## src/rtl/iram_loader.sv

```systemverilog
`default_nettype none
// ============================================================================
// iram_loader : UART command host for instruction-RAM LOAD / READ / START.
// Optional: `define IRAM_LOADER_CKSUM_EN adds a trailing LOAD checksum byte.
// Revision    : 1.0
// ============================================================================
module iram_loader #(
  parameter int IRAM_AW = 12,
  parameter int LEN_W   = 16
) (
  input  logic               clk,
  input  logic               rst_n,
  input  logic [7:0]         rx_data,
  input  logic               rx_valid,
  output logic [7:0]         tx_data,
  output logic               tx_valid,
  input  logic               tx_ready,
  output logic [IRAM_AW-1:0] i_ram_wadr,
  output logic [31:0]        i_ram_wdata,
  output logic               i_ram_wen,
  output logic [IRAM_AW-1:0] i_ram_radr,
  input  logic [31:0]        i_ram_rdata,
  output logic               i_read_sel,
  output logic               cpu_start,
  output logic [29:0]        start_adr,
  output logic               busy,
  output logic               cksum_err
);

  localparam logic [7:0] OP_LOAD  = 8'h01;
  localparam logic [7:0] OP_READ  = 8'h02;
  localparam logic [7:0] OP_START = 8'h03;
  localparam logic [1:0] LEN_LAST = 2'(LEN_W / 8 - 1);

  typedef enum logic [3:0] {
    S_IDLE  = 4'd0,
    S_ADDR  = 4'd1,
    S_LEN   = 4'd2,
    S_WDATA = 4'd3,
`ifdef IRAM_LOADER_CKSUM_EN
    S_CKSUM = 4'd4,
`endif
    S_RREQ  = 4'd5,
    S_RWAIT = 4'd6,
    S_RSEND = 4'd7,
    S_GO    = 4'd8
  } state_t;

`ifdef IRAM_LOADER_CKSUM_EN
  localparam state_t LOAD_END = S_CKSUM;
`else
  localparam state_t LOAD_END = S_IDLE;
`endif

  state_t             state;
  state_t             next;
  logic [7:0]         op;
  logic [1:0]         cnt;
  logic [31:0]        addr_sh;
  logic [LEN_W-1:0]   len;
  logic [31:0]        word;
  logic [31:0]        tx_sh;
  logic [IRAM_AW-1:0] ptr;

  logic [31:0]        addr_nx;
  logic [LEN_W-1:0]   len_nx;
  logic [31:0]        word_nx;
  logic               rx_is_cmd;
  logic               unused_bits;

  // Multi-byte fields arrive LSB first, so each byte enters at the top.
  assign addr_nx   = {rx_data, addr_sh[31:8]};
  assign len_nx    = {rx_data, len[LEN_W-1:8]};
  assign word_nx   = {rx_data, word[31:8]};
  assign rx_is_cmd = (rx_data == OP_LOAD) || (rx_data == OP_READ) || (rx_data == OP_START);

  // Byte-address bits [1:0] never select a word.
  assign unused_bits = ^{addr_sh[1:0], addr_nx[1:0]};

  assign tx_data    = tx_sh[7:0];
  assign i_ram_radr = ptr;
  assign busy       = (state != S_IDLE);

  always_ff @(posedge clk or negedge rst_n) begin
    if (!rst_n) begin
      state <= S_IDLE;
    end else begin
      state <= next;
    end
  end

  always_comb begin
    next       = state;
    tx_valid   = 1'b0;
    i_read_sel = 1'b0;
    cpu_start  = 1'b0;
    case (state)
      S_IDLE: begin
        if (rx_valid && rx_is_cmd) next = S_ADDR;
      end
      S_ADDR: begin
        if (rx_valid && cnt == 2'd3) next = (op == OP_START) ? S_GO : S_LEN;
      end
      S_LEN: begin
        if (rx_valid && cnt == LEN_LAST) begin
          if (op == OP_LOAD) next = (len_nx == '0) ? LOAD_END : S_WDATA;
          else               next = (len_nx == '0) ? S_IDLE : S_RREQ;
        end
      end
      S_WDATA: begin
        if (rx_valid && cnt == 2'd3 && len == LEN_W'(1)) next = LOAD_END;
      end
`ifdef IRAM_LOADER_CKSUM_EN
      S_CKSUM: begin
        if (rx_valid) next = S_IDLE;
      end
`endif
      S_RREQ: begin
        i_read_sel = 1'b1;
        next       = S_RWAIT;
      end
      S_RWAIT: begin
        i_read_sel = 1'b1;
        next       = S_RSEND;
      end
      S_RSEND: begin
        i_read_sel = 1'b1;
        tx_valid   = 1'b1;
        if (tx_ready && cnt == 2'd3) next = (len == LEN_W'(1)) ? S_IDLE : S_RREQ;
      end
      S_GO: begin
        cpu_start = 1'b1;
        next      = S_IDLE;
      end
      default: next = S_IDLE;
    endcase
  end

  always_ff @(posedge clk or negedge rst_n) begin
    if (!rst_n) begin
      op          <= '0;
      cnt         <= '0;
      addr_sh     <= '0;
      len         <= '0;
      word        <= '0;
      tx_sh       <= '0;
      ptr         <= '0;
      i_ram_wen   <= 1'b0;
      i_ram_wadr  <= '0;
      i_ram_wdata <= '0;
      start_adr   <= '0;
    end else begin
      i_ram_wen <= 1'b0;
      case (state)
        S_IDLE: begin
          if (rx_valid && rx_is_cmd) begin
            op  <= rx_data;
            cnt <= '0;
          end
        end
        S_ADDR: begin
          if (rx_valid) begin
            addr_sh <= addr_nx;
            cnt     <= cnt + 2'd1;
            if (cnt == 2'd3 && op == OP_START) start_adr <= addr_nx[31:2];
          end
        end
        S_LEN: begin
          if (rx_valid) begin
            len <= len_nx;
            ptr <= addr_sh[IRAM_AW+1:2];
            cnt <= (cnt == LEN_LAST) ? 2'd0 : cnt + 2'd1;
          end
        end
        S_WDATA: begin
          if (rx_valid) begin
            word <= word_nx;
            cnt  <= cnt + 2'd1;
            // Write is issued from the completed word so the next byte is never stalled.
            if (cnt == 2'd3) begin
              i_ram_wen   <= 1'b1;
              i_ram_wdata <= word_nx;
              i_ram_wadr  <= ptr;
              ptr         <= ptr + IRAM_AW'(1);
              len         <= len - LEN_W'(1);
            end
          end
        end
        S_RWAIT: begin
          tx_sh <= i_ram_rdata;
          cnt   <= '0;
        end
        S_RSEND: begin
          if (tx_ready) begin
            tx_sh <= {8'h00, tx_sh[31:8]};
            cnt   <= cnt + 2'd1;
            if (cnt == 2'd3) begin
              ptr <= ptr + IRAM_AW'(1);
              len <= len - LEN_W'(1);
            end
          end
        end
        default: ;
      endcase
    end
  end

`ifdef IRAM_LOADER_CKSUM_EN
  logic [7:0] sum;

  always_ff @(posedge clk or negedge rst_n) begin
    if (!rst_n) begin
      sum       <= '0;
      cksum_err <= 1'b0;
    end else begin
      if (state == S_IDLE && rx_valid && rx_is_cmd) sum <= '0;
      if (state == S_WDATA && rx_valid) sum <= sum + rx_data;
      if (state == S_CKSUM && rx_valid && rx_data != sum) cksum_err <= 1'b1;
    end
  end
`else
  assign cksum_err = 1'b0;
`endif

endmodule
`default_nettype wire
```

## config.mk

```make
export PLATFORM = sky130hd
export DESIGN_NAME = iram_loader
export DESIGN_NICKNAME = d
export VERILOG_FILES = /design/src/rtl/iram_loader.sv
export SDC_FILE = /design/constraint.sdc
export NUM_CORES = 1
export LEC_CHECK = 0
export ABC_AREA = 0
export BUFFER_PORTS_ARGS = -buffer_cell sky130_fd_sc_hd__buf_4
export CAP_MARGIN = 20
export CORE_ASPECT_RATIO = 1.5
export CORE_MARGIN = 3
export CORE_UTILIZATION = 30
export DETAILED_ROUTE_END_ITERATION = 10
export GPL_TIMING_DRIVEN = 0
export PLACE_DENSITY = 0.48
export SLEW_MARGIN = 20
export SYNTH_ARGS = -nofsm -noshare
export SYNTH_HDL_FRONTEND = slang
export SYNTH_SLANG_ARGS = --single-unit
```

## constraint.sdc

```tcl
create_clock -name clk -period 2.06 [get_ports clk]
set_clock_uncertainty 0.2 [all_clocks]
set_input_delay 0.412 -clock clk [delete_from_list [all_inputs] [get_ports clk]]
set_output_delay 0.412 -clock clk [all_outputs]
set_load 0.01 [all_outputs]
```

* Yosys cells after proc, flatten, opt, wreduce, memory -nomap -nowiden
Cells that the tools add are included.
Word-level totals: output and inout port bits 100, bits of input ports 44, register bits 213
Operators by class: reduce and logical (&&, ||, !) cells 25, $add $sub $neg 3, equality and inequality tests 24, mux-type cells 35
Operators by type and width (count):
- 2-to-1 mux 16 bit | 4
- one-hot mux 32 bit (2 select lines) | 1
- 2-to-1 mux 12 bit | 4
- one-hot mux 16 bit (3 select lines) | 1
- one-hot mux 12 bit (3 select lines) | 1
- 2-to-1 mux 32 bit | 1
- one-hot mux 4 bit (7 select lines) | 1
- == test 8 x 2 -> 1 bit (second input constant) | 3
- 2-to-1 mux 4 bit | 6
- == test 16 x 1 -> 1 bit (second input constant) | 1
- == test 8 x 1 -> 1 bit (second input constant) | 2
- zero test 16 bit | 1
- != test 2 bit (second input constant) | 8
- subtractor 16 x 1 -> 16 bit (second input constant) | 1
- adder 12 x 1 -> 12 bit (second input constant) | 1
- == test 4 x 3 -> 1 bit (second input constant) | 3
- 2-to-1 mux 2 bit | 6
- one-hot mux 2 bit (5 select lines) | 1
- AND reduction 5 bit | 2
- 2-to-1 mux 3 bit | 3
- == test 4 x 2 -> 1 bit (second input constant) | 2
- AND reduction 2 bit | 4
- logical AND 1 bit | 6
- 2-to-1 mux 1 bit | 6
- 16 further kinds | 18

* Logic depth before layout (Yosys ltp)
Gate-level depths: netlist of the first run.
depth in word-level cells 6, mapped depth 8

* Worst setup path after synthesis of the first run
Ideal clock, no wire load.
path type flip-flop to flip-flop, start point reg state[0], end point reg op[0], slack 61 ps, buffers on the path 1, arrival 1674 ps, stages on the path, launching flop included 5, data required time 1735 ps, setup time 125 ps, path through dfrtp_1 buf_2 or4_4 nor2_4 mux2_2
Between the ends: word-level cells in the longest chain between the ends 2
RTL lines:
- start: declaration | RTL line 55 | state_t state;
- start signal: assignment | RTL line 88 | state <= next;
- zero test 4 bit | RTL line 154 | case (state)
- AND reduction 2 bit (no line)
- end signal: assignment | RTL line 157 | op <= rx_data;
- end: declaration | RTL line 57 | logic [7:0] op;
Every way passes these cells. A chain may end at the register's enable or synchronous reset.

* Worst setup path after layout of the first run
start point reg state[3], end point out busy
Between the ends: word-level cells in the longest chain between the ends 1
RTL lines:
- nonzero test 4 bit | RTL line 82 | assign busy = (state != S_IDLE);
- end: declaration | RTL line 26 | output logic busy,
Every way passes these cells.

==> results of run 1 <==
## worst max-delay path, stage by stage, from the launching register on
cell                      delay [ns]
sky130_fd_sc_hd__dfrtp_1        0.39
sky130_fd_sc_hd__buf_6          0.14
sky130_fd_sc_hd__or4_4          0.54
sky130_fd_sc_hd__buf_6          0.14
## power by group
part	total [mW]	internal [mW]	leakage [nW]	switching, mW
sequential	6.57	5.34	2.62	1.22
clock	4.08	2.42	0.371	1.66
combinational	3.63	2.14	2.83	1.49
total	14.3	9.90	5.81	4.37
## cell type report
type | count | area (um2)
buffer | 48 | 472
clock buffer | 30 | 632
clock inverter | 10 | 111
fill | 2786 | 16100
inverter | 9 | 37.5
multi-input combinational | 460 | 3920
sequential | 203 | 5080
tap | 390 | 488
timing repair buffer | 233 | 2040
## worst max path at each step
stage,startpoint,end,slack (ns)
2_1_floorplan,state[0],op[0],0.06
3_3_place_gp,rst_n,i_ram_wdata[2],-1.25
3_5_place_dp,state[3],start_adr[29],-0.29
4_1_cts,state[3],busy,-0.30
5_1_grt,state[3],busy,-0.32
6_report,state[3],busy,-0.27
## layout by cell type (no fill, tap or decap), types with 10 or more instances in the layout
master and instances:
sky130_fd_sc_hd__dfrtp_1 202, sky130_fd_sc_hd__buf_4 201, sky130_fd_sc_hd__mux2_2 99, sky130_fd_sc_hd__nand2_1 58, sky130_fd_sc_hd__o21ai_0 38, sky130_fd_sc_hd__dlygate4sd3_1 31
sky130_fd_sc_hd__mux2_4 30, sky130_fd_sc_hd__clkbuf_16 29, sky130_fd_sc_hd__mux2i_1 28, sky130_fd_sc_hd__a21oi_2 23, sky130_fd_sc_hd__nor2_1 23, sky130_fd_sc_hd__a21oi_1 17
sky130_fd_sc_hd__buf_6 16, sky130_fd_sc_hd__nand3_1 10, sky130_fd_sc_hd__o22ai_1 10
## metal layers
metal	routed length, um	up-vias	global-route usage (%)
met5	0	-	0
met4	731	0	5.21
met3	1000	43	2.13
met2	13700	164	27.7
met1	11100	3354	19.1
li1	-	3099	-
## sequential cells by signal (all words and copies together) (netlist names), 12 cells and up
register     count
i_ram_wadr      12
len             16
i_ram_radr      12
i_ram_wdata     32
start_adr       30
word            24
tx_sh           32
addr_sh         30
## synthesized netlist by cell type, drive strengths merged, types with 3 or more instances
cell	count
a21oi	43
a22o	8
a2bb2oi	5
a31oi	4
buf	37
clkbuf	11
dfrtp	203
ha	6
inv	9
mux2	129
mux2i	28
nand2	60
nand2b	6
nand3	14
nand3b	4
nand4	3
nor2	29
nor2b	7
nor3	10
nor3b	3
nor4	4
o21a	3
o21ai	44
o22a	3
o22ai	10
o2bb2ai	4
o32ai	6
or3	4
or4	3
## logic make-up after synthesis
| group | synth area share, % |
|---|---|
| simple gates | 8.88 |
| buf+inv | 3.50 |
| fa+ha+maj | 0.847 |
| other cells | 0.0423 |
| compound gates | 9.82 |
| mux | 19.6 |
| flops | 57.3 |
## timing repair
| item | 4_1_cts | 5_1_grt |
|---|---|---|
| hold endpoints to repair | 95 | 0 |
| buffers inserted | 11 | 38 |
| pin swaps | 7 | 15 |
| gates resized for setup | 42 | 165 |
| endpoints found under the setup margin | 182 | 182 |
| hold buffers | 31 | 0 |
| cloned | 0 | 11 |
## per-stage QoR
| stage | util [%] | setup TNS (ns) | hold slack, ns |
|---|---|---|---|
| floorplan | - | 0 | -0.0836 |
| global placement | 36.0 | -270.31 | 0.262 |
| detailed placement | 36.2 | -25.89 | 0.199 |
| CTS | 40.7 | -7.31 | 0.00373 |
| global route | 44.2 | -13.10 | 0.0129 |
| finish | 44.2 | -7.67 | 0.0163 |
==> qor_table.md, run 1 <==
| Item | Reported | Unit |
| --- | --- | --- |
| Post-placement cell count | 1,252 | - |
| Drt pass-1 iters | 4 | - |
| Number of H-tree branching levels | 1 | - |
| Top post-synthesis cells by area | sky130_fd_sc_hd__dfrtp_1 (57%), sky130_fd_sc_hd__mux2_2 (16%), sky130_fd_sc_hd__mux2i_1 (3.2%), sky130_fd_sc_hd__nand2_1 (2.5%), sky130_fd_sc_hd__a21oi_1 (2.4%) | - |
| Setup slack of the worst register-to-register path | -0.21 | ns |
| All-Layer GR Usage | 15.4 | % |
| Combined area of all synthesized cells | 8860 | um2 |
| Number of nets in the layout | 1,028 | - |
| Antenna Nets Post-Route | 0 | - |
| Total nets after synthesis | 769 | - |
| Sort of element at the end of the critical path | output port | - |
| Number of design-rule violations left by the first detailed-router iteration | 197 | - |
| Gate count after technology mapping | 719 | - |
| Launching element type of the critical path | register | - |
| Effective utilization at floorplan | 30.6 | % |
| Slew headroom | 52.8 | % |
| DRC violations left | 0 | - |
| Post-route cell area | 12,800 | um2 |
| Number of distinct library cells after synthesis | 57 | - |
| Clock insertion delay at the later pin of the skew report | 0.52 | ns |
| Clock transition at the register clock pins on the worst setup and hold paths after CTS | 0.06 | ns |
| Count of boundary I/O pins | 144 | - |
| Worst setup margin | -0.273 | ns |
| Total clock buffers created by CTS | 23 | - |
| Period Utilization, post-route | 113 | % |
| Unrepaired setup endpoints after global routing | yes | - |
| Slew at the pin with the worst max-slew slack | 0.701 | ns |
| Hold Vio Cnt, Final | 0 | - |
| Data required time of the worst path | 1.45 | ns |
| Signal arrival time at the worst endpoint | 1.72 | ns |
| Routability cong. | 0.845 | - |
| Aggregate global routing overflow | 0 | - |
| Startpoint of the lowest-slack register-to-register path | state[0] | - |
| Clock Tree Root | sky130_fd_sc_hd__clkbuf_16 | - |
| Estimated wirelength of the detail-placed design | 16,900 | um |
| Critical setup path kind | register to output port | - |
| Routed wirelength normalized by instance count | 19.2 | um |
| Worst hold path cell count | 3 | - |
| Fraction of final layout cells sized beyond drive strength 1 | 48.2 | % |
| Detail-routed via count per cell | 4.82 | - |
| Result of the run | finished, violations left | - |
| Portion of synthesized cell area occupied by the leading cell type | 57.3 | % |
| Setup-failing EPs final | 90 | - |
| Total wire length after detailed routing | 26,500 | um |
| Class of the tightest hold or removal check | primary input to register | - |
| Antenna diode instance count | 0 | - |
| Maximum Capacitance Violations | 0 | - |
| Via count of the first global-routing pass | 6,642 | - |
| Proportion of synthesized flip-flops having asynchronous set or reset | 100 | % |
| Number of antenna violations at the first check in global routing | 0 | - |
| Sequential fraction of the synthesis area | 57.3 | % |
| Final non-filler cell total | 1,383 | - |
| Beginning of the worst hold path | i_ram_rdata[11] | - |
| Signed area change from the synthesized netlist to the final layout | 44.3 | % |
| Shortest period the worst path allows | 2.33 | ns |
| Flip-flop and latch count after synthesis | 203 | - |
| Number of pins exceeding their max-slew limit in the final report | 0 | - |
| Largest net degree at the start of global routing | 91 | - |
| Setup WS pre-CTS | -0.292 | ns |
| Crit Reg-Reg Endpoint | i_ram_radr[0] | - |
| DP Area | 10,500 | um2 |
| Max Root-Sink Buffers | 3 | - |
| Dominant synthesized flop cell | sky130_fd_sc_hd__dfrtp_1 | - |
| Power Dens Cells | 1120 | nW/um2 |
| Number of warnings issued by yosys | 0 | - |
| Syn Area/Cell | 12.3 | um2 |
| Worst Path Max Fanout | 6 | - |
| PortBufs | 141 | - |
| Failing checks | negative setup slack | - |
| Static leakage power | 5.81 | nW |
| Die Span X | 146 | um |
| Die Outline Area | 31,700 | um2 |
| Number of synthesized flops with an enable pin | 0 | - |
| Synth area leader | sky130_fd_sc_hd__dfrtp_1 | - |
| Vert. Die Dim | 216 | um |
| Core outline area | 28,900 | um2 |
| Highest attainable clock frequency | 429 | MHz |
| Total number of vias | 6,660 | - |
| Peak supply drop | 0.000726 | V |
| Endpoint with the worst hold slack | tx_sh[11] | - |
| R2R depth | 8 | - |
| Clock tree from TritonCTS | built | - |
| Core Rows | 76 | - |
| Overall power of the completed layout | 14.3 | mW |
| Wire length of the first global-routing pass | 38,900 | um |
| TritonCTS sink count | 203 | - |
Power figures use the tool's default switching activity.
==> inputs of run 2 (changes only) <==
==> constraint.sdc (replaced) <==
create_clock -name clk -period 2.06 [get_ports clk]
set_clock_uncertainty 0.2 [all_clocks]
set_input_delay 0.309 -clock clk [delete_from_list [all_inputs] [get_ports clk]]
set_output_delay 0.309 -clock clk [all_outputs]
set_load 0.01 [all_outputs]
==> run 2 against run 1 <==
Effect of this change: the flow still finishes with violations (negative setup slack); sequential cell count unchanged; sequential share of layout area shrank 0.095 points; sequential power about the same; clock power is essentially flat; register-to-register slack better by 0.06 ns; critical path type unchanged; critical endpoint unchanged; largest cell class unchanged.
==> qor_table.md, run 2 (synthesis results as in run 1) <==
| Item | Reported | Unit |
| --- | --- | --- |
| Critical setup path kind | register to output port | - |
| Sequential cell area | 5080 | um2 |
| Failing checks | negative setup slack | - |
| Vert. Die Dim | 216 | um |
| Antenna diode instance count | 0 | - |
| Setup-failing EPs final | 97 | - |
| Number of antenna violations at the first check in global routing | 1 | - |
| Core outline area | 28,900 | um2 |
| Data required time of the worst path | 1.55 | ns |
| Met2 Use GR | 28.6 | % |
| Most used routing layer in global routing | met2 | - |
| Static leakage power | 5.84 | nW |
| Highest attainable clock frequency | 445 | MHz |
| Shortest period the worst path allows | 2.25 | ns |
| Worst setup margin | -0.189 | ns |
| Post-placement cell count | 1,252 | - |
| Fraction of final layout cells sized beyond drive strength 1 | 48.4 | % |
| Final non-filler cell total | 1,395 | - |
| Most common cell after layout, fill and taps aside | sky130_fd_sc_hd__dfrtp_1 | - |
| Clock insertion delay at the later pin of the skew report | 0.52 | ns |
| Core Rows | 76 | - |
| Launching element type of the critical path | register | - |
| Final-layout fill cell count | 2,783 | - |
| Count of boundary I/O pins | 144 | - |
| Total number of vias | 6,675 | - |
| Signal arrival time at the worst endpoint | 1.74 | ns |
| Area taken by multi-input logic gates | 3860 | um2 |
| Class of the tightest hold or removal check | primary input to register | - |
| Clock tree from TritonCTS | built | - |
| Effective utilization at floorplan | 30.6 | % |
| Biggest regs | i_ram_wdata: 32 flops, tx_sh: 32 flops | - |
| Largest net degree at the start of global routing | 91 | - |
| DRC violations left | 0 | - |
| Maximum Capacitance Violations | 0 | - |
| Power Dens Cells | 1120 | nW/um2 |
| Met3 track demand over resource | 2.18 | % |
| Wire length of the first global-routing pass | 39,500 | um |
| Estimated wirelength of the detail-placed design | 16,900 | um |
| Commonest cells after routing, fill and taps aside | sky130_fd_sc_hd__dfrtp_1 (201), sky130_fd_sc_hd__buf_4 (198), sky130_fd_sc_hd__mux2_2 (123), sky130_fd_sc_hd__nand2_1 (58), sky130_fd_sc_hd__dlygate4sd3_1 (43) | - |
| Met1 track demand over resource | 19.1 | % |
| TritonCTS sink count | 203 | - |
| Via count of the first global-routing pass | 6,741 | - |
| Sort of element at the end of the critical path | output port | - |
| Signed area change from the synthesized netlist to the final layout | 44.7 | % |
| Number of design-rule violations left by the first detailed-router iteration | 163 | - |
| Routability cong. | 0.845 | - |
| Detail-routed via count per cell | 4.78 | - |
| Slew at the pin with the worst max-slew slack | 0.642 | ns |
| Routed wirelength normalized by instance count | 18.9 | um |
| Tightest hold margin | 0.00793 | ns |
| Period Utilization, post-route | 109 | % |
| Clock transition at the register clock pins on the worst setup and hold paths after CTS | 0.06 | ns |
| Total clock buffers created by CTS | 23 | - |
| Aggregate global routing overflow | 0 | - |
| Max Root-Sink Buffers | 3 | - |
| Die Span X | 146 | um |
| Result of the run | finished, violations left | - |
| All-Layer GR Usage | 15.7 | % |
| Slew headroom | 56.8 | % |
| Total wire length after detailed routing | 26,300 | um |
| PortBufs | 141 | - |
| Die Outline Area | 31,700 | um2 |
| Antenna Nets Post-Route | 0 | - |
| Number of H-tree branching levels | 1 | - |
| Clock Tree Root | sky130_fd_sc_hd__clkbuf_16 | - |
| Peak supply drop | 0.000723 | V |
| Number of nets in the layout | 1,040 | - |
| Number of pins exceeding their max-slew limit in the final report | 0 | - |
| Unrepaired setup endpoints after global routing | yes | - |
| Hold Vio Cnt, Final | 0 | - |
| Drt pass-1 iters | 4 | - |
| Worst Path Max Fanout | 8 | - |
-- run 2: cell types whose count changed in the layout (fill, tap and decap cells not counted), moves of 2 or more --
cell | before | now
sky130_fd_sc_hd__mux2_4 | 30 | 5
sky130_fd_sc_hd__clkbuf_16 | 29 | 27
sky130_fd_sc_hd__buf_6 | 16 | 24
sky130_fd_sc_hd__mux2_2 | 99 | 123
sky130_fd_sc_hd__a21oi_1 | 17 | 20
sky130_fd_sc_hd__o21ai_1 | 5 | 2
sky130_fd_sc_hd__buf_2 | 0 | 2
sky130_fd_sc_hd__o21ai_0 | 38 | 41
sky130_fd_sc_hd__a21oi_2 | 23 | 20
sky130_fd_sc_hd__buf_8 | 9 | 5
sky130_fd_sc_hd__buf_4 | 201 | 198
sky130_fd_sc_hd__dlygate4sd3_1 | 31 | 43
-- run 2: worst paths after layout --
kind | endpoint | from | cells after the start | slack [ns]
max | busy | state[3] | 3 | -0.19
min | word[31] | rx_valid | 3 | 0.008
max reg2reg | len[15] | state[2] | 7 | -0.15
min reg2reg | tx_sh[0] | tx_sh[0] | 2 | 0.28
max in group asynchronous | i_ram_wdata[3] | rst_n | 4 | 0.43
min in group asynchronous | start_adr[13] | rst_n | 2 | 0.12
-- run 2: timing repair --
item | 4_1_cts | 5_1_grt
hold buffers | 43 | 0
pin swaps | 7 | 16
setup endpoints to repair | 182 | 171
setup buffers | 14 | 40
endpoints found under the hold margin | 128 | 0
gates resized for setup | 56 | 122
gates cloned | 0 | 8
-- run 2: critical path: stages (launching register included) --
cell                      delay (ns)
sky130_fd_sc_hd__dfrtp_1        0.40
sky130_fd_sc_hd__buf_6          0.15
sky130_fd_sc_hd__or4_4          0.54
sky130_fd_sc_hd__buf_6          0.14
-- run 2: power breakdown --
group	leakage (nW)	internal, mW	switching (mW)
logic	2.86	2.20	1.50
clock network	0.371	2.42	1.66
registers	2.62	5.35	1.20
-- run 2: area by class of cell --
| class | count | area share, % |
|---|---|---|
| plain buffers | 46 | 3.61 |
| clock buffers | 30 | 4.93 |
| clock inverters | 10 | 0.869 |
| inverters | 9 | 0.322 |
| multi-input cells | 460 | 30.2 |
| flip-flops and latches | 203 | 39.6 |
| well taps | 390 | 3.81 |
| repair buffers | 247 | 16.7 |
-- run 2: metrics by stage --
| stage | power (mW) | setup TNS, ns | area [um2] | setup slack [ns] | utilization (%) |
|---|---|---|---|---|---|
| finish | 14.3 | -7.43 | 12800 | -0.189 | 44.3 |
| detailed placement | 9.92 | -25.36 | 10500 | -0.292 | 36.2 |
| CTS | 14.3 | -5.93 | 12000 | -0.208 | 41.4 |
| global route | 15.2 | -14.69 | 12800 | -0.237 | 44.3 |
| global placement | 9.84 | -249.03 | 10400 | -1.14 | 36.0 |
| floorplan | 8.12 | 0 | 8860 | 0.0610 | - |
-- run 2: routing by layer --
| metal | share of wire, % | vias to the layer above | wire (um) |
|---|---|---|---|
| li1 | - | 3132 | - |
| met4 | 2.2 | 0 | 566 |
| met5 | 0 | - | 0 |
| met2 | 53 | 138 | 14000 |
| met3 | 3.6 | 34 | 956 |
| met1 | 41 | 3371 | 10800 |
